`src/rtl/inv_clarkpark_pkg.sv`:
```
// Shared constants, FSM state type and saturation helper for the Clarke/Park transforms.
package inv_clarkpark_pkg;

   localparam int pc_io_width         = 16;
   localparam int pc_io_decimal_width = 15;
   // sqrt(3)/2 in Q1.15
   localparam int pc_sqrt3div2        = 28378;

   typedef enum logic [2:0] {
      StIdle,
      StM0,
      StM1,
      StM2,
      StM3,
      StM4,
      StOut
   } state_t;

   // Clamp a full-precision accumulator value to the io width.
   function automatic logic signed [pc_io_width-1:0] sat_io(
      input logic signed [2*pc_io_width:0] x
   );
      logic signed [2*pc_io_width:0] hi;
      logic signed [2*pc_io_width:0] lo;
      hi = (2*pc_io_width+1)'((1 << (pc_io_width - 1)) - 1);
      lo = -(2*pc_io_width+1)'(1 << (pc_io_width - 1));
      if (x > hi) begin
         return {1'b0, {(pc_io_width-1){1'b1}}};
      end else if (x < lo) begin
         return {1'b1, {(pc_io_width-1){1'b0}}};
      end else begin
         return x[pc_io_width-1:0];
      end
   endfunction

endpackage

```
`src/rtl/inv_clarkpark_fxp_sat.sv`:
```
// Parameterised signed saturator: narrows pw_in bits to pw_out bits with clamping.
module fxp_sat
   import inv_clarkpark_pkg::*;
#(
   parameter int pw_in  = 2*pc_io_width+1,
   parameter int pw_out = pc_io_width
) (
   input  logic signed [pw_in-1:0]  din,
   output logic signed [pw_out-1:0] dout
);

   // In range when every dropped bit equals the retained sign bit.
   always_comb begin
      if (din[pw_in-1:pw_out-1] == {(pw_in-pw_out+1){din[pw_in-1]}}) begin
         dout = din[pw_out-1:0];
      end else if (din[pw_in-1]) begin
         dout = {1'b1, {(pw_out-1){1'b0}}};
      end else begin
         dout = {1'b0, {(pw_out-1){1'b1}}};
      end
   end

endmodule

```
`src/rtl/inv_clarkpark.sv`:
```
// Inverse Park + inverse Clarke: (d, q, sin, cos) -> (a, b, c) with one shared multiplier.
module inv_clarkpark
   import inv_clarkpark_pkg::*;
#(
   parameter int pw_io_width         = pc_io_width,
   parameter int pw_io_decimal_width = pc_io_decimal_width,
   parameter int p_sqrt3div2         = pc_sqrt3div2
) (
   input  logic                          clk,
   input  logic                          reset,
   input  logic                          i_valid,
   output logic                          i_ready,
   input  logic signed [pw_io_width-1:0] isp_d,
   input  logic signed [pw_io_width-1:0] isp_q,
   input  logic        [pw_io_width-1:0] ip_sine,
   input  logic        [pw_io_width-1:0] ip_cosine,
   output logic                          o_valid,
   input  logic                          o_ready,
   output logic signed [pw_io_width-1:0] osp_a,
   output logic signed [pw_io_width-1:0] osp_b,
   output logic signed [pw_io_width-1:0] osp_c
);

   localparam int aw = 2*pw_io_width+1;  // accumulator width
   localparam int bw = pw_io_width+2;    // b/c working width
   localparam logic signed [pw_io_width-1:0] sqrt3_op = pw_io_width'(p_sqrt3div2);

   state_t                          state_q;
   logic signed [pw_io_width-1:0]   d_q, q_q, sin_q, cos_q;
   logic signed [pw_io_width-1:0]   alpha_q, beta_q;
   logic signed [aw-1:0]            acc_q;

   logic signed [pw_io_width-1:0]   mul_a, mul_b;
   logic signed [2*pw_io_width-1:0] prod;
   logic signed [aw-1:0]            prod_ext;
   logic signed [aw-1:0]            alpha_sum, beta_sum, alpha_shift, beta_shift;
   logic signed [pw_io_width-1:0]   alpha_sat, beta_sat, b_sat, c_sat;
   logic signed [2*pw_io_width-1:0] k_full;
   logic signed [bw-1:0]            k, alpha_ext, half_alpha, b_wide, c_wide;
   logic        [2*pw_io_width-bw-1:0] k_unused;

   // Route the operand pair for the current step into the shared multiplier.
   always_comb begin
      mul_a = '0;
      mul_b = '0;
      case (state_q)
         StM0: begin mul_a = d_q;      mul_b = cos_q;  end
         StM1: begin mul_a = q_q;      mul_b = sin_q;  end
         StM2: begin mul_a = d_q;      mul_b = sin_q;  end
         StM3: begin mul_a = q_q;      mul_b = cos_q;  end
         StM4: begin mul_a = sqrt3_op; mul_b = beta_q; end
         default: ;
      endcase
   end

   assign prod        = mul_a * mul_b;
   assign prod_ext    = {prod[2*pw_io_width-1], prod};
   assign alpha_sum   = acc_q - prod_ext;
   assign beta_sum    = acc_q + prod_ext;
   assign alpha_shift = alpha_sum >>> pw_io_decimal_width;
   assign beta_shift  = beta_sum >>> pw_io_decimal_width;

   // k = sqrt(3)/2 * beta never exceeds the io range, so the top bits are sign copies.
   assign k_full   = prod >>> pw_io_decimal_width;
   assign k        = k_full[bw-1:0];
   assign k_unused = k_full[2*pw_io_width-1:bw];

   assign alpha_ext  = {{2{alpha_q[pw_io_width-1]}}, alpha_q};
   assign half_alpha = alpha_ext >>> 1;
   assign b_wide     = k - half_alpha;
   assign c_wide     = -half_alpha - k;

   fxp_sat #(.pw_in(aw), .pw_out(pw_io_width)) u_sat_alpha (.din(alpha_shift), .dout(alpha_sat));
   fxp_sat #(.pw_in(aw), .pw_out(pw_io_width)) u_sat_beta  (.din(beta_shift),  .dout(beta_sat));
   fxp_sat #(.pw_in(bw), .pw_out(pw_io_width)) u_sat_b     (.din(b_wide),      .dout(b_sat));
   fxp_sat #(.pw_in(bw), .pw_out(pw_io_width)) u_sat_c     (.din(c_wide),      .dout(c_sat));

   // Sequencer: capture, four multiply steps, k step with output register, then handshake out.
   always_ff @(posedge clk) begin
      if (reset) begin
         state_q <= StIdle;
         i_ready <= 1'b0;
         o_valid <= 1'b0;
         osp_a   <= '0;
         osp_b   <= '0;
         osp_c   <= '0;
         acc_q   <= '0;
         alpha_q <= '0;
         beta_q  <= '0;
         d_q     <= '0;
         q_q     <= '0;
         sin_q   <= '0;
         cos_q   <= '0;
      end else begin
         case (state_q)
            StIdle: begin
               if (i_valid && i_ready) begin
                  d_q     <= isp_d;
                  q_q     <= isp_q;
                  sin_q   <= ip_sine;
                  cos_q   <= ip_cosine;
                  i_ready <= 1'b0;
                  state_q <= StM0;
               end else begin
                  i_ready <= 1'b1;
               end
            end
            StM0: begin
               acc_q   <= prod_ext;
               state_q <= StM1;
            end
            StM1: begin
               alpha_q <= alpha_sat;
               state_q <= StM2;
            end
            StM2: begin
               acc_q   <= prod_ext;
               state_q <= StM3;
            end
            StM3: begin
               beta_q  <= beta_sat;
               state_q <= StM4;
            end
            StM4: begin
               osp_a   <= alpha_q;
               osp_b   <= b_sat;
               osp_c   <= c_sat;
               o_valid <= 1'b1;
               state_q <= StOut;
            end
            StOut: begin
               if (o_ready) begin
                  o_valid <= 1'b0;
                  i_ready <= 1'b1;
                  state_q <= StIdle;
               end
            end
            default: state_q <= StIdle;
         endcase
      end
   end

endmodule
```
`config.mk`:
```
export PLATFORM = sky130hd
export DESIGN_NAME = inv_clarkpark
export DESIGN_NICKNAME = d
export VERILOG_FILES = /design/src/rtl/inv_clarkpark_pkg.sv /design/src/rtl/inv_clarkpark_fxp_sat.sv /design/src/rtl/inv_clarkpark.sv
export SDC_FILE = /design/constraint.sdc
export NUM_CORES = 1
export LEC_CHECK = 0
export CORE_MARGIN = 2
export CORE_UTILIZATION = 35
export CTS_BUF_LIST = sky130_fd_sc_hd__clkbuf_4
export CTS_CLUSTER_DIAMETER = 40
export DETAILED_ROUTE_END_ITERATION = 8
export HOLD_SLACK_MARGIN = 0.02
export SLEW_MARGIN = 20
export SYNTH_ARGS = -nofsm -noshare
export SYNTH_HDL_FRONTEND = slang
export SYNTH_SLANG_ARGS = --single-unit
```
`constraint.sdc`:
```
create_clock -name clk -period 12 [get_ports clk]
set_input_delay 1.2 -clock clk [delete_from_list [all_inputs] [get_ports clk]]
set_output_delay 1.2 -clock clk [all_outputs]
set_load 0.02 [all_outputs]
```
== After elaboration in Yosys (flattened, before gate mapping) ==
Cells that the tools add are included.
Storage, ports and cells
  register bits: 181
  input port bits: 68
  output and inout bits: 50
  logic and storage cells: 61
Operators by class
  $add $sub $neg: 5
  $mul: 1
  equality and inequality tests: 12
  multiplexer cells: 18
  reduce and logical (&&, ||, !) cells: 12
Operators with widths (count)
  $mux 16: 8
  $pmux 16 s3: 2
  $add 32x32->33: 1
  $sub 32x32->33: 1
  $mul 16x16->32: 1
  $pmux 3 s7: 1
  $neg 15->18: 1
  $sub 17x15->18: 1
  $sub 18x17->18: 1
  $eq 3x3->1 const B: 3
  $eq 2x2->1: 4
  $reduce_and 2->1: 4
  $reduce_or 2->1: 4
  $eq 3x2->1 const B: 2
  $mux 3: 2
  $ne 2x2->1 const B: 2
  $pmux 1 s2: 2
  $reduce_bool 2->1: 2
  $eq 3x1->1 const B: 1
  $logic_not 3->1: 1
  $mux 1: 3
  $logic_and 1x1->1: 1

== Logic depth before layout (Yosys ltp) ==
Gate-level depths: netlist of run 1.
  word-level depth: 7
  gate-level depth with buffers: 45
  gate-level depth less buffers: 41

== Modules after synthesis ==
Synthesis of run 1 repeated with hierarchy kept, for this count alone.
Second synthesis, totals
  cells, all modules: 2801
  area, all modules: 22369.0 um^2
Modules (own cells, without submodules)
  inv_clarkpark: times used 1, cells an instance 2593, area each 21020.2 um^2, seq. area each 3623.5 um^2
  fxp_sat at u_sat_alpha ...: times used 2, cells an instance 50, area each 347.8 um^2, seq. area each 0.0 um^2
  fxp_sat at u_sat_b ...: times used 2, cells an instance 54, area each 326.6 um^2, seq. area each 0.0 um^2

== Worst setup path after synthesis of run 1 ==
OpenSTA, ideal clock, no wires.
  kind: register to register
  start point: register state_q[0]
  end point: register osp_c[12]
  library setup time: 0.119 ns
  arrival time: 10.437 ns
  required time: 11.881 ns
  path slack: 1.444 ns
  cell stages (with the launch flop): 40
  buffers on the path: 4
  clock period less this slack: 10.556 ns
  path through: dfxtp_1 > clkbuf_1 > clkbuf_1 > mux2_2 > a22oi_1 > nor2_1 > a21oi_1 > clkbuf_1 > nor2_1 > fa_1 > inv_1 > fa_1 > fa_1 > fa_1 > inv_1 > fa_1 > inv_1 > fa_1 > [4 not listed] > nor2_1 > o21ai_0 > xor2_1 > ha_1 > ha_1 > fa_1 > a21o_1 > a21oi_1 > o21bai_1 > a211oi_1 > a211o_1 > nand2_1 > or4b_2 > a31oi_1 > nor4_2 > clkbuf_1 > a211oi_1 > nor2_1
On the way
  word-level cells in the longest chain between the ends: 7
  elaborated cells between the ends (all ways): 16
  those cells by class: add/sub: 1; mul: 1; eq/ne: 6; mux: 4; reduce/logical: 4
RTL lines
  start: declaration: line inv_clarkpark.sv:28  | state_t state_q;
  start signal: assignment: line inv_clarkpark.sv:81  | state_q <= StIdle;
  start signal: assignment: line inv_clarkpark.sv:103  | state_q <= StM0;
  start signal: assignment: line inv_clarkpark.sv:110  | state_q <= StM1;
  $eq 3x3->1 (tied with other cells): line inv_clarkpark.sv:46  | case (state_q)
  $reduce_or 2->1 (no line)
  $pmux 16 s3: line inv_clarkpark.sv:46
  $mul 16x16->32 (*): line inv_clarkpark.sv:56  | assign prod = mul_a * mul_b;
  named net prod[16]: line inv_clarkpark.sv:34  | logic signed [2*pw_io_width-1:0] prod;
  $sub 18x17->18 (*): line inv_clarkpark.sv:71  | assign c_wide = -half_alpha - k;
  $eq 2x2->1 or $mux 16 (tied branches): line inv_clarkpark_fxp_sat.sv:14, inv_clarkpark_fxp_sat.sv:16
  $mux 16 (*): line inv_clarkpark_fxp_sat.sv:14  | if (din[pw_in-1:pw_out-1] == {(pw_in-pw_out+1){din[pw_in-1]}}) begin
  end signal: assignment: line inv_clarkpark.sv:127  | osp_c <= c_sat;
  end: declaration: line inv_clarkpark.sv:21  | output logic signed [pw_io_width-1:0] osp_c
Mark *: on every way through the listed nets, which the timed path passes. The rest lies on a longest branch.
A chain may end at the register's enable or synchronous reset.

== Worst setup path in the final report of run 1 ==
  start point: register state_q[2]
  end point: register osp_c[5]
Same word-level chain as after synthesis.

==> metrics.md, run 1 <==
| Metric | Value |
|---|---|
| Outcome | `finished clean` |
| Postcts setup bufs | `0` |
| Slowest stage delay, CP | `0.66 ns` |
| Leakage power | `10.5 nW` |
| Syn_nets | `3,174` |
| Clock skew | `0.0613 ns` |
| Total GRT Usage | `21.5%` |
| Maxcap violations | `0` |
| Gate power share | `49.6%` |
| TritonCTS clock tree | `built` |
| # hold bufs at CTS | `0` |
| Final setup vio count | `0` |
| Setup CP Type | `flop to flop` |
| Initial antenna violation count | `1` |
| Slowest CP cell | `dfxtp_2` |
| Final worst-path cycle share | `95.0%` |
| PwrDens | `87.8 mW/mm²` |
| Sequential power share | `31.6%` |
| RSZ-0062 raised after global routing | `no` |
| Worst-path maximum fanout | `26` |
| Die area | `0.0632 mm²` |
| Final Hold Vio Count | `0` |
| Htree depth | `4` |
| Post-layout nets | `3,260` |
| Net Sw Frac | `46.3%` |
| DR vias/cell | `5.24` |
| Largest register FFs | `32` |
| Final WL | `66.7 mm` |
| Routability Congestion | `0.947` |
| Worst-path clk slew | `0.20 ns` |
| Cell count after synthesis | `2,646` |
| Row count | `90` |
| Area delta synth->final | `11.8%` |
| Die Ht | `251 µm` |
| CP Capture Type | `flop` |
| DP Worst Slack | `0.346 ns` |
| Setup slack after layout | `0.602 ns` |
| Internal Power | `1.13 mW` |
| Hold slack | `0.464 ns` |
| Setup TNS | `0 ns` |
| Critical path arrival | `12.11 ns` |
| Boundary pin count | `118` |
| Count of cell types in the netlist | `80` |
| First-pass GRT wire length | `105 mm` |
| CP Buf/Inv Count | `7` |
| Sw power | `0.974 mW` |
| Clock tree buffer depth | `2` |
| Routed wirelength normalized by instance count | `18.9 µm` |
| Detail Route Antenna Nets | `0` |
| Resized cells post-CTS | `0` |
| Seq cells post-synth | `181` |
| Most flops, register | `acc_q` |
| Maximum vdd ir drop | `0.000121 V` |
| WP data required | `12.72 ns` |
| Worst path top cell family by delay | `adder cells` |
| Post-detail-place hpwl | `54.0 mm` |
| Critical Path Source Type | `flop` |
| IO buf count | `117` |
| DR DRC count | `0` |
| Hold Crit Class | `flop to flop` |
| Root buffer selected by CTS | `clkbuf_4` |
| Seq/Total Area, Yosys | `16.9%` |
| Overflow left after global routing | `0` |
| Syn. warnings | `0` |
| Clk network pwr share | `18.8%` |
| Number of synthesized flops with an enable pin | `0` |
| Tmin final | `11.40 ns` |
| Post-synth ARST share | `0%` |
| CP dominant cell by count | `fa_1` |
| Max Fclk | `87.7 MHz` |
| CORE AREA | `0.0605 mm²` |
| Vias in the first global route | `18,579` |
| Final slew viol count | `0` |
| Most common cell after layout, fill and taps aside | `inv_1` |
| Largest net degree at the start of global routing | `79` |
| Initial Utilization | `35.5%` |
| Commonest register cell after synthesis | `dfxtp_1` |
| Clock sinks | `181` |
| Avg Inst Size Synth | `8.10 µm²` |
| Worst skew pair latency | `0.80 ns` |
| DRT iter0 DRCs | `1,325` |
| Most frequent cells in the layout | `408 x inv_1, 375 x nand2_1, 268 x nor2_1` |
| Max-slew headroom | `30.3%` |
| Num CTS Buffers | `17` |
| Worst Tran Pin Value | `1.04 ns` |
| Die Wd | `251 µm` |
| Layout cells sized above 1 | `6.01%` |
| Syn Std Cell Area | `0.0214 mm²` |
| Total iterations of the first detailed-routing run | `7` |
| Via count | `18,502` |
-- per-stage QoR --
step / power (mW) / cell area (µm²) / utilization (%) / cells
after floorplan: 1.40 / 21400 / - / 2646
after global placement: 1.68 / 23600 / 39.0 / 3495
after detailed placement: 1.69 / 23600 / 39.0 / 3495
after CTS: 2.10 / 23900 / 39.6 / 3527
after global routing: 2.25 / 24000 / 39.6 / 3529
final: 2.10 / 24000 / 39.6 / 3529
-- logic make-up (layout without fill, tap and decap cells) --
group	Yosys count	after routing	synth area share (%)
AND/OR/NAND/NOR	840	840	16.8
flip-flops	181	181	16.9
other	0	2	0
buffers and inverters	518	617	9.20
multiplexers	12	12	0.642
adder cells (fa/ha/maj)	460	460	36.1
XOR/XNOR	86	86	3.62
AO/OA/AOI/OAI	549	549	16.7
-- synth_stat cells, types with 6 or more instances --
master | number | area, µm²
nand2_1 | 376 | 1410
a211oi_1 | 31 | 233
or2_2 | 6 | 37.5
a21oi_1 | 232 | 1160
o21bai_1 | 15 | 113
dfxtp_1 | 181 | 3620
o221a_2 | 10 | 113
o221ai_1 | 12 | 105
o21a_1 | 20 | 150
nor2_1 | 269 | 1010
or3_1 | 11 | 68.8
nor3_1 | 32 | 160
a211oi_2 | 10 | 125
a22o_1 | 13 | 114
o31ai_1 | 8 | 60.1
and2_1 | 17 | 106
inv_1 | 408 | 1530
a22oi_1 | 20 | 150
clkbuf_1 | 92 | 345
o22ai_1 | 6 | 37.5
ha_1 | 196 | 2450
mux2_2 | 10 | 113
or4_1 | 6 | 45.0
nand4_1 | 15 | 93.8
a31oi_1 | 10 | 62.6
buf_1 | 11 | 41.3
fa_1 | 264 | 5290
nor2b_1 | 15 | 93.8
nand2b_1 | 39 | 244
nand3_1 | 29 | 145
o21ai_0 | 82 | 410
xor2_1 | 16 | 140
a21o_1 | 26 | 195
xnor2_1 | 67 | 587
nor4_1 | 9 | 56.3
-- power groups by stage --
stage	clock network [mW]	registers, mW	logic (mW)
CTS	0.412	0.663	1.02
global placement	0	0.674	1.00
global route	0.429	0.668	1.15
floorplan	0	0.654	0.741
finish	0.395	0.665	1.04
detailed placement	0	0.675	1.01
-- cell type report --
type | instances | area, µm²
fillers | 6121 | 36500
multi-input cells | 1947 | 15900
flip-flops and latches | 181 | 3630
repair buffers | 177 | 1620
inverters | 408 | 1530
well taps | 782 | 978
clock inverters | 14 | 171
clock buffers | 18 | 135
diodes | 2 | 5.00
-- worst min-delay path: cells and delay by family (launching register included) --
family	cells	cell delay, ns
flip-flops	1	0.36
AND/OR/NAND/NOR	1	0.06
AO/OA/AOI/OAI	1	0.05
-- metal layers --
metal / vias up / global-route usage, % / share of wire (%)
met4: 0 / 6.17 / 2.9
li1: 8730 / - / -
met3: 100 / 5.21 / 7.2
met5: - / 0 / 0
met2: 555 / 33.6 / 45
met1: 9117 / 29.5 / 45
-- worst paths after layout --
path,startpoint,endpoint,slack (ns),cells after the start
worst min register to register,alpha_q[0]$_SDFFE_PP0N_,osp_a[0]$_SDFFE_PP0N_,0.46,2
worst max register to register,state_q[2]$_SDFFE_PP0P_,osp_c[5]$_SDFFE_PP0N_,0.60,39
worst min-delay path,alpha_q[0]$_SDFFE_PP0N_,osp_a[0]$_SDFFE_PP0N_,0.46,2
worst max-delay path,state_q[2]$_SDFFE_PP0P_,osp_c[5]$_SDFFE_PP0N_,0.60,39
Power figures use the tool's default switching activity.
==> run 2, diff against run 1 <==
CORE_MARGIN = not set   (was 2)
clock period = 10.54 ns   (was 12 ns; I/O delays follow)
==> run 2 against run 1 <==
  * Critical path depth did not move
  * Clock power rose by 25%
  * Cell count is 1.8% higher
  * Sequential share of layout area shrank 0.51 points
  * Setup slack worse by 0.20 ns
  * Combinational power rose by 29%
  * Critical path type unchanged
==> metrics.md, run 2 (synthesized netlist as in run 1, its figures left out) <==
| Metric | Value |
|---|---|
| Core Util, Final | `41.0%` |
| Total GRT Usage | `22.0%` |
| Num CTS Buffers | `17` |
| DP Worst Slack | `-0.246 ns` |
| Max layer used | `met4` |
| Max-slew headroom | `36.3%` |
| Initial Utilization | `35.5%` |
| Slowest stage delay, CP | `0.67 ns` |
| Reg2Reg Depth | `39` |
| Clock sinks | `181` |
| Maximum vdd ir drop | `0.000120 V` |
| Final slew viol count | `0` |
| Worst skew pair latency | `0.79 ns` |
| Final setup vio count | `0` |
| Met3 WL post-DR | `3.85 mm` |
| DR DRC count | `0` |
| Post-layout nets | `3,324` |
| Die Wd | `249 µm` |
| Largest register FFs | `32` |
| Max Fclk | `98.6 MHz` |
| WP data required | `11.25 ns` |
| Die Ht | `249 µm` |
| Register area | `0.00363 mm²` |
| Layout cells sized above 1 | `9.22%` |
| CORE AREA | `0.0605 mm²` |
| Maxcap violations | `0` |
| Met1 Wirelength | `31.4 mm` |
| Number of cells on the critical path | `39` |
| Most common cell after layout, fill and taps aside | `inv_1` |
| Met2 wire length | `30.6 mm` |
| Boundary pin count | `118` |
| Leakage power | `11.0 nW` |
| Clock skew | `0.0494 ns` |
| Worst-path clk slew | `0.20 ns` |
| Total iterations of the first detailed-routing run | `6` |
| PwrDens | `104 mW/mm²` |
| Cell Count, Final, Fillers Out | `3,594` |
| Tmin final | `10.14 ns` |
| Critical path arrival | `10.85 ns` |
| CP Buf/Inv Count | `7` |
| Via count | `18,775` |
| DRT iter0 DRCs | `1,222` |
| Worst-path maximum fanout | `11` |
| Setup CP Type | `flop to flop` |
| Overflow left after global routing | `0` |
| # fillers | `6,118` |
| First-pass GRT wire length | `106 mm` |
| Htree depth | `4` |
| Post-detail-place hpwl | `55.2 mm` |
| Initial antenna violation count | `2` |
| Number of cells after detailed placement | `3,552` |
| Clock tree buffer depth | `2` |
| Largest net degree at the start of global routing | `73` |
| TritonCTS clock tree | `built` |
| IO buf count | `117` |
| CP dominant cell by count | `fa_1` |
| Final worst-path cycle share | `96.2%` |
| Worst Tran Pin Value | `0.955 ns` |
| Most flops, register | `acc_q` |
| Multi-input gate area | `0.0161 mm²` |
| Detail Route Antenna Nets | `0` |
| Area delta synth->final | `15.8%` |
| Hold Crit Class | `flop to flop` |
| Worst path top cell family by delay | `adder cells` |
| Row count | `90` |
| Vias in the first global route | `18,630` |
| Outcome | `finished clean` |
| Routed wirelength normalized by instance count | `18.8 µm` |
| Hold slack | `0.468 ns` |
| Setup TNS | `0 ns` |
| Hold Path Depth | `2` |
| DR vias/cell | `5.22` |
| Final WL | `67.6 mm` |
| CP Capture Type | `flop` |
| Setup slack after layout | `0.399 ns` |
| Slowest CP cell | `or4b_2` |
| Routability Congestion | `0.930` |
| Most frequent cells in the layout | `408 x inv_1, 374 x nand2_1, 267 x nor2_1` |
| Critical Path Source Type | `flop` |
| Final Hold Vio Count | `0` |
| Die area | `0.0622 mm²` |
| Root buffer selected by CTS | `clkbuf_4` |
[run 2: cell types whose count changed in the layout (fill, tap and decap cells not counted), moves of 4 or more]
cell / before / now
xnor2_2: 0 / 4
xnor2_1: 67 / 63
buf_4: 61 / 114
buf_12: 0 / 8
ha_1: 196 / 192
[run 2: through the flow]
step / power, mW / area [µm²]
2_1_floorplan: 1.59 / 21400
3_3_place_gp: 2.01 / 24100
3_5_place_dp: 2.02 / 24100
4_1_cts: 2.53 / 24500
5_1_grt: 2.75 / 24800
6_report: 2.59 / 24800
[run 2: path summary, 6_finish.rpt]
| kind | slack (ns) | from | end |
|---|---|---|---|
| setup / recovery | 0.40 | state_q[2]$_SDFFE_PP0P_ | osp_c[8]$_SDFFE_PP0N_ |
| hold / removal | 0.47 | d_q[9]$_SDFFE_PP0P_ | d_q[9]$_SDFFE_PP0P_ |
| setup reg to reg | 0.40 | state_q[2]$_SDFFE_PP0P_ | osp_c[8]$_SDFFE_PP0N_ |
| hold reg to reg | 0.47 | d_q[9]$_SDFFE_PP0P_ | d_q[9]$_SDFFE_PP0P_ |
[run 2: power by group]
part	internal, mW	switching (mW)	leakage [nW]
clock	0.164	0.328	0.187
combinational	0.545	0.798	9.30
sequential	0.714	0.0357	1.47
[run 2: worst register-to-register path, delay by kind of cell (launching register included)]
family                   cells  cell delay (ns)
adder cells (fa/ha/maj)      9             3.87
buffers and inverters        7             0.74
flip-flops                   1             0.38
XOR/XNOR                     2             0.40
AND/OR/NAND/NOR             10             2.08
AO/OA/AOI/OAI               11             2.60
[run 2: layer usage]
layer	vias to the layer above	global-route usage (%)
met3	75	3.59
met1	9281	31.0
met2	541	34.5
met5	-	0
met4	0	6.19
li1	8878	-
[run 2: cell type report]
cell class,instances,area share [%]
Antenna cell,3,0.0302
Inverter,408,6.17
Multi-Input combinational cell,1948,64.9
Timing Repair Buffer,240,8.85
Clock buffer,18,0.544
Clock inverter,14,0.907
Tap cell,782,3.94
Sequential cell,181,14.6
[run 2: what timing repair did]
action / CTS / global route
pin swaps: 0 / 2
endpoints found under the setup margin: 23 / 57
buffers inserted: 0 / 6
hold endpoints to repair: 0 / 0
gates cloned: 0 / 1
hold buffers: 0 / 0
gates resized for setup: 8 / 40
==> edit 1, RTL diff (flow settings as in run 1) <==
Set the package constant `pc_sqrt3div2` to 14189 (it was 28378).
--- a/src/rtl/inv_clarkpark_pkg.sv
+++ b/src/rtl/inv_clarkpark_pkg.sv
@@ -4,7 +4,7 @@
    localparam int pc_io_width         = 16;
    localparam int pc_io_decimal_width = 15;
    // sqrt(3)/2 in Q1.15
-   localparam int pc_sqrt3div2        = 28378;
+   localparam int pc_sqrt3div2        = 14189;
 
    typedef enum logic [2:0] {
       StIdle,
Behaviour: not the same (Yosys sat finds a counterexample within 10 cycles, from zero or initial values and one cycle with reset high).
==> edit 1 against run 1 <==
Highest routed layer unchanged. Critical path depth decreased by 3. Count of clock-buffer cells in the layout unchanged. Via count increased by 2.8%. Setup slack improved by 240 ps. Fmax increased by 2.1%. Total power increased by 15%. Cell count increased by 4.2%. Synthesized cell count increased by 3.8%. First-iteration DRC count decreased by 1.1%. Area after synthesis increased by 3.5%. Sequential cell count unchanged. Design area increased by 2.7%. Wire length decreased by 3.7%. Critical path type unchanged.
==> edit 1: results (changes against run 1) <==
----------------------------------------------------
[STA]
  Worst setup skew after layout ... 56.27 ps (was 61.33 ps)
  Worst slew pin tran ... 1016 ps (was 1041 ps)
  Worst hold slack ... 462.9 ps (was 464.2 ps)

[Detailed routing]
  Number of optimization iterations in the first detailed-route pass ... 5 (was 7)
  Detail Route met2 WL ... 30100 µm (was 29800 µm)
  Via/cell ratio ... 5.174 (was 5.243)
  Sum of met3 wire segment lengths after detailed routing ... 3003 µm (was 4820 µm)
  Drt first-iter violations ... 1311 (was 1325)
  Highest metal layer used by the detailed router ... met4 (unchanged)
  Total wire length after detailed routing ... 64240 µm (was 66720 µm)
  Average wire length per cell after detail routing ... 17.48 µm (was 18.91 µm)
  Wl on met1 ... 29870 µm (was 30150 µm)

[Placed design]
  HPWL Detailed ... 51760 µm (was 54040 µm)
  Worst setup slack after placement ... 730.4 ps (was 346.3 ps)
  Cell area reported after detailed placement ... 24290 µm² (was 23610 µm²)
  # placed instances ... 3639 (was 3495)
  Global placement routability congestion ... 0.9073 (was 0.9465)

[Global route]
  Via count of the first global-routing pass ... 18490 (was 18580)
  All-Layer GR Usage ... 0.1975 (was 0.2149)
  First-pass GRT wire length ... 102600 µm (was 104800 µm)
  Met1 demand-to-capacity share in global routing ... 0.2757 (was 0.2945)
  Met2 GRT Util ... 0.3182 (was 0.3364)
  Number of antenna violations at the first check in global routing ... 2 (was 1)
  Pin count of the biggest net entering global routing ... 65 (was 79)
  GRT met3 Usage ... 0.03308 (was 0.05210)

[Clock network]
  Largest buffer count on any clock path ... 2 (unchanged)
  Number of levels the H-tree was split into ... 4 (unchanged)
  Post-CTS clock slew at the launch and capture registers of the worst setup and hold paths ... 160 ps (was 200 ps)

[Finish]
  Fill cell total of the finished layout ... 6599 (was 6121)
  Layout cells sized above 1 ... 0.05345 (was 0.06011)
  Nets@finish ... 3341 (was 3260)
  Layout overhead on the synthesized area ... 11.01% (was 11.82%)

[Worst setup path]
  Worst r2r path cells ... 36 (was 39)
  Peak per-stage delay on the critical path ... 680 ps (was 660 ps)
  Flop2flop setup slack ... 840 ps (was 600 ps)
  Arrival time of the worst setup path ... 11880 ps (was 12110 ps)

[Pwr]
  Leak ... 10.70 nW (was 10.53 nW)
  Net switching component of the power ... 1.130 mW (was 0.9737 mW)
  Peak supply drop ... 0.1269 mV (was 0.1208 mV)

[Min path]
  Worst Hold End ... d_q[2] (was osp_a[0])
  Hold Startpoint ... d_q[2] (was alpha_q[0])

[Status]
  Status ... finished clean (unchanged)

[Logic synthesis]
  Number of instances in the synthesized netlist ... 2747 (was 2646)
  Count of distinct cell types in the synthesized netlist ... 90 (was 80)
  Fraction of the yosys area taken by sequential cells ... 0.1634 (was 0.1690)
  Commonest cells post-synth ... 413 x nand2_1, 408 x inv_1, 264 x fa_1, 254 x a21oi_1, 244 x nor2_1 (was 408 x inv_1, 376 x nand2_1, 269 x nor2_1, 264 x fa_1, 232 x a21oi_1)
  Top area cells in the synthesized netlist ... fa_1 24%, dfxtp_1 16%, ha_1 11% (was fa_1 25%, dfxtp_1 17%, ha_1 11%)

----------------------------------------------------
edit 1: how the worst max path moves through the flow:
stage	to	slack (ps)
floorplan	osp_c[0]	2070
finish	osp_c[5]	840
global placement	osp_c[14]	890
CTS	osp_c[7]	660
global route	osp_c[2]	100
detailed placement	osp_c[8]	730
edit 1: logic make-up (layout without fill, tap and decap cells):
| logic type | Yosys count | after routing | synth area share |
|---|---|---|---|
| adders and majority gates | 460 | 460 | 0.3488 |
| xor gates and xnor gates | 89 | 89 | 0.03582 |
| buffers and inverters | 528 | 606 | 0.09133 |
| and+or+nand+nor | 865 | 865 | 0.1682 |
| other | 0 | 5 | 0 |
| AOI/OAI and AO/OA | 611 | 611 | 0.1857 |
| DFF | 181 | 181 | 0.1634 |
| muxes | 13 | 13 | 0.006713 |
edit 1: cell type report:
cell class,instances,area share
multi-input combinational,2038,0.6723
sequential,181,0.1473
inverter,410,0.06250
timing repair buffer,165,0.06199
tap,846,0.04299
clock inverter,13,0.006962
clock buffer,18,0.005488
antenna,5,0.0005082
edit 1: worst max-delay path, delay by kind of cell, from the launching register on:
family                     cells  cell delay, ps
AOI/OAI and AO/OA             14            3450
xor gates and xnor gates       1             290
adders and majority gates      9            4070
buffers and inverters          6             710
DFF                            1             680
and+or+nand+nor                6            1880
edit 1: power groups by stage:
stage | clock network [mW] | registers, mW | logic [mW]
finish | 0.416 | 0.665 | 1.34
global route | 0.452 | 0.668 | 1.47
CTS | 0.430 | 0.664 | 1.32
detailed placement | 0 | 0.677 | 1.32
global placement | 0 | 0.677 | 1.32
floorplan | 0 | 0.660 | 1.02
edit 1: what timing repair did:
item / CTS / global route
endpoints found under the hold margin: 0 / 0
setup endpoints to repair: 0 / 4
gates resized for setup: 0 / 1
setup buffers: 0 / 0
==> edit 2, RTL diff (config.mk and constraints of run 1) <==
Without the edit above. Make the reset (`reset`) asynchronous in one clocked block.
--- a/src/rtl/inv_clarkpark.sv
+++ b/src/rtl/inv_clarkpark.sv
@@ -76,7 +76,7 @@
    fxp_sat #(.pw_in(bw), .pw_out(pw_io_width)) u_sat_c     (.din(c_wide),      .dout(c_sat));
 
    // Sequencer: capture, four multiply steps, k step with output register, then handshake out.
-   always_ff @(posedge clk) begin
+   always_ff @(posedge clk or posedge reset) begin
       if (reset) begin
          state_q <= StIdle;
          i_ready <= 1'b0;
Check against the original RTL: differs if reset is asserted again (counterexample within 4 cycles, from zero or initial values and one cycle with reset high); with reset held inactive, the same outputs for 4 cycles.
==> edit 2 against run 1 <==
Sequential cell count unchanged. Utilization about the same. Largest cell class unchanged. Die area increased by 2.7%. Setup slack improved by 230 ps. Wire length decreased by 3.2%. Sequential share of layout area increased by 3.3 points. Design area increased by 2.3%. Critical path type unchanged. Critical endpoint is now osp_c[14]. Area after synthesis increased by 2.7%.
Power is not shown: default switching activity piles up to over one toggle a cycle in this logic, so the estimate is an artifact.
==> edit 2: results (changes against run 1) <==
----------------------------------------------------
[Logic synthesis]
  Commonest cells post-synth ... 403 x inv_1, 264 x fa_1, 240 x nor2_1, 236 x nand2_1, 196 x ha_1 (was 408 x inv_1, 376 x nand2_1, 269 x nor2_1, 264 x fa_1, 232 x a21oi_1)
  Net count after synthesis ... 2978 (was 3174)
  Count of distinct cell types in the synthesized netlist ... 89 (was 80)
  Fraction of the mapped netlist area in adder cells ... 0.3514 (was 0.3609)
  Portion of netlist area occupied by mux cells ... 0.02852 (was 0.006420)
  Fraction of registers with async set or reset after synthesis ... 1.000 (was 0)
  Synth Flop Type ... dfrtp_1 (was dfxtp_1)
  XOR/XNOR share of the synthesized area ... 0.03818 (was 0.03619)
  Top area cells in the synthesized netlist ... fa_1 24%, dfrtp_1 21%, ha_1 11% (was fa_1 25%, dfxtp_1 17%, ha_1 11%)

[Detailed routing]
  Number of optimization iterations in the first detailed-route pass ... 5 (was 7)
  Average wire length per cell after detail routing ... 19.04 µm (was 18.91 µm)
  Drt first-iter violations ... 1301 (was 1325)

[Finish]
  Layout cells sized above 1 ... 0.07719 (was 0.06011)
  Nets@finish ... 3067 (was 3260)

[Global route]
  First-pass GRT wire length ... 102700 µm (was 104800 µm)
  Via count of the first global-routing pass ... 18210 (was 18580)
  All-Layer GR Usage ... 0.2073 (was 0.2149)
  Number of antenna violations at the first check in global routing ... 2 (was 1)

[Worst setup path]
  Worst-path fanout max ... 19 (was 26)
  Peak per-stage delay on the critical path ... 790 ps (was 660 ps)
  Standard cell with the maximum stage delay on the critical path ... dfrtp_1 (was dfxtp_2)
  Launching point of the worst reg2reg path ... state_q[0] (was state_q[2])
  Arrival time of the worst setup path ... 11900 ps (was 12110 ps)

[Placed design]
  Global placement routability congestion ... 0.9320 (was 0.9465)
  HPWL Detailed ... 53170 µm (was 54040 µm)

[Status]
  Status ... finished clean (unchanged)

[STA]
  Relative slew slack ... 0.3337 (was 0.3032)
  Worst setup skew after layout ... 45.26 ps (was 61.33 ps)

[Min path]
  Count of cells along the worst hold path ... 1 (was 2)
  Worst Hold End ... osp_c[12] (was osp_a[0])

----------------------------------------------------
-- edit 2: per-stage QoR --
| stage | cell area, µm² | setup WS, ps | hold slack [ps] | cells |
|---|---|---|---|---|
| after floorplan | 22020 | 2162 | 438.6 | 2450 |
| after global placement | 24220 | 1082 | 459.3 | 3356 |
| after detailed placement | 24220 | 662.0 | 464.9 | 3356 |
| after CTS | 24490 | 609.2 | 502.4 | 3388 |
| after global routing | 24530 | -1.158 | 527.4 | 3391 |
| final | 24530 | 828.4 | 498.3 | 3392 |
-- edit 2: cells by family (layout without fill, tap and decap cells) --
| group | count (synthesis) | after routing |
|---|---|---|
| fa+ha+maj | 460 | 460 |
| mux | 56 | 56 |
| other cells | 0 | 3 |
| flops | 181 | 181 |
| xor+xnor | 93 | 93 |
| simple gates | 622 | 622 |
| compound gates | 536 | 536 |
| buf+inv | 502 | 604 |
-- edit 2: repair_timing --
action | in CTS | in global routing
buffers inserted | 0 | 1
endpoints found under the setup margin | 0 | 18
resized for setup | 0 | 3
-- edit 2: layer usage --
layer  vias to the layer above  part of all wire  wire [µm]  global-route usage
met1                      8823              0.45      28810              0.2846
li1                       8227                 -          -                   -
met5                         -                 0          0                   0
met4                         0             0.035       2265             0.08154
met3                       100             0.057       3712             0.03295
met2                       561              0.46      29780              0.3280
-- edit 2: cell type report --
class | count | area (µm²) | area share
multi-input combinational | 1767 | 15600 | 0.6357
sequential | 181 | 4531 | 0.1847
timing repair buffer | 166 | 1551 | 0.06324
inverter | 406 | 1531 | 0.06243
tap | 837 | 1047 | 0.04269
clock buffer | 18 | 135.1 | 0.005508
clock inverter | 14 | 132.6 | 0.005406
antenna | 3 | 7.507 | 0.0003060
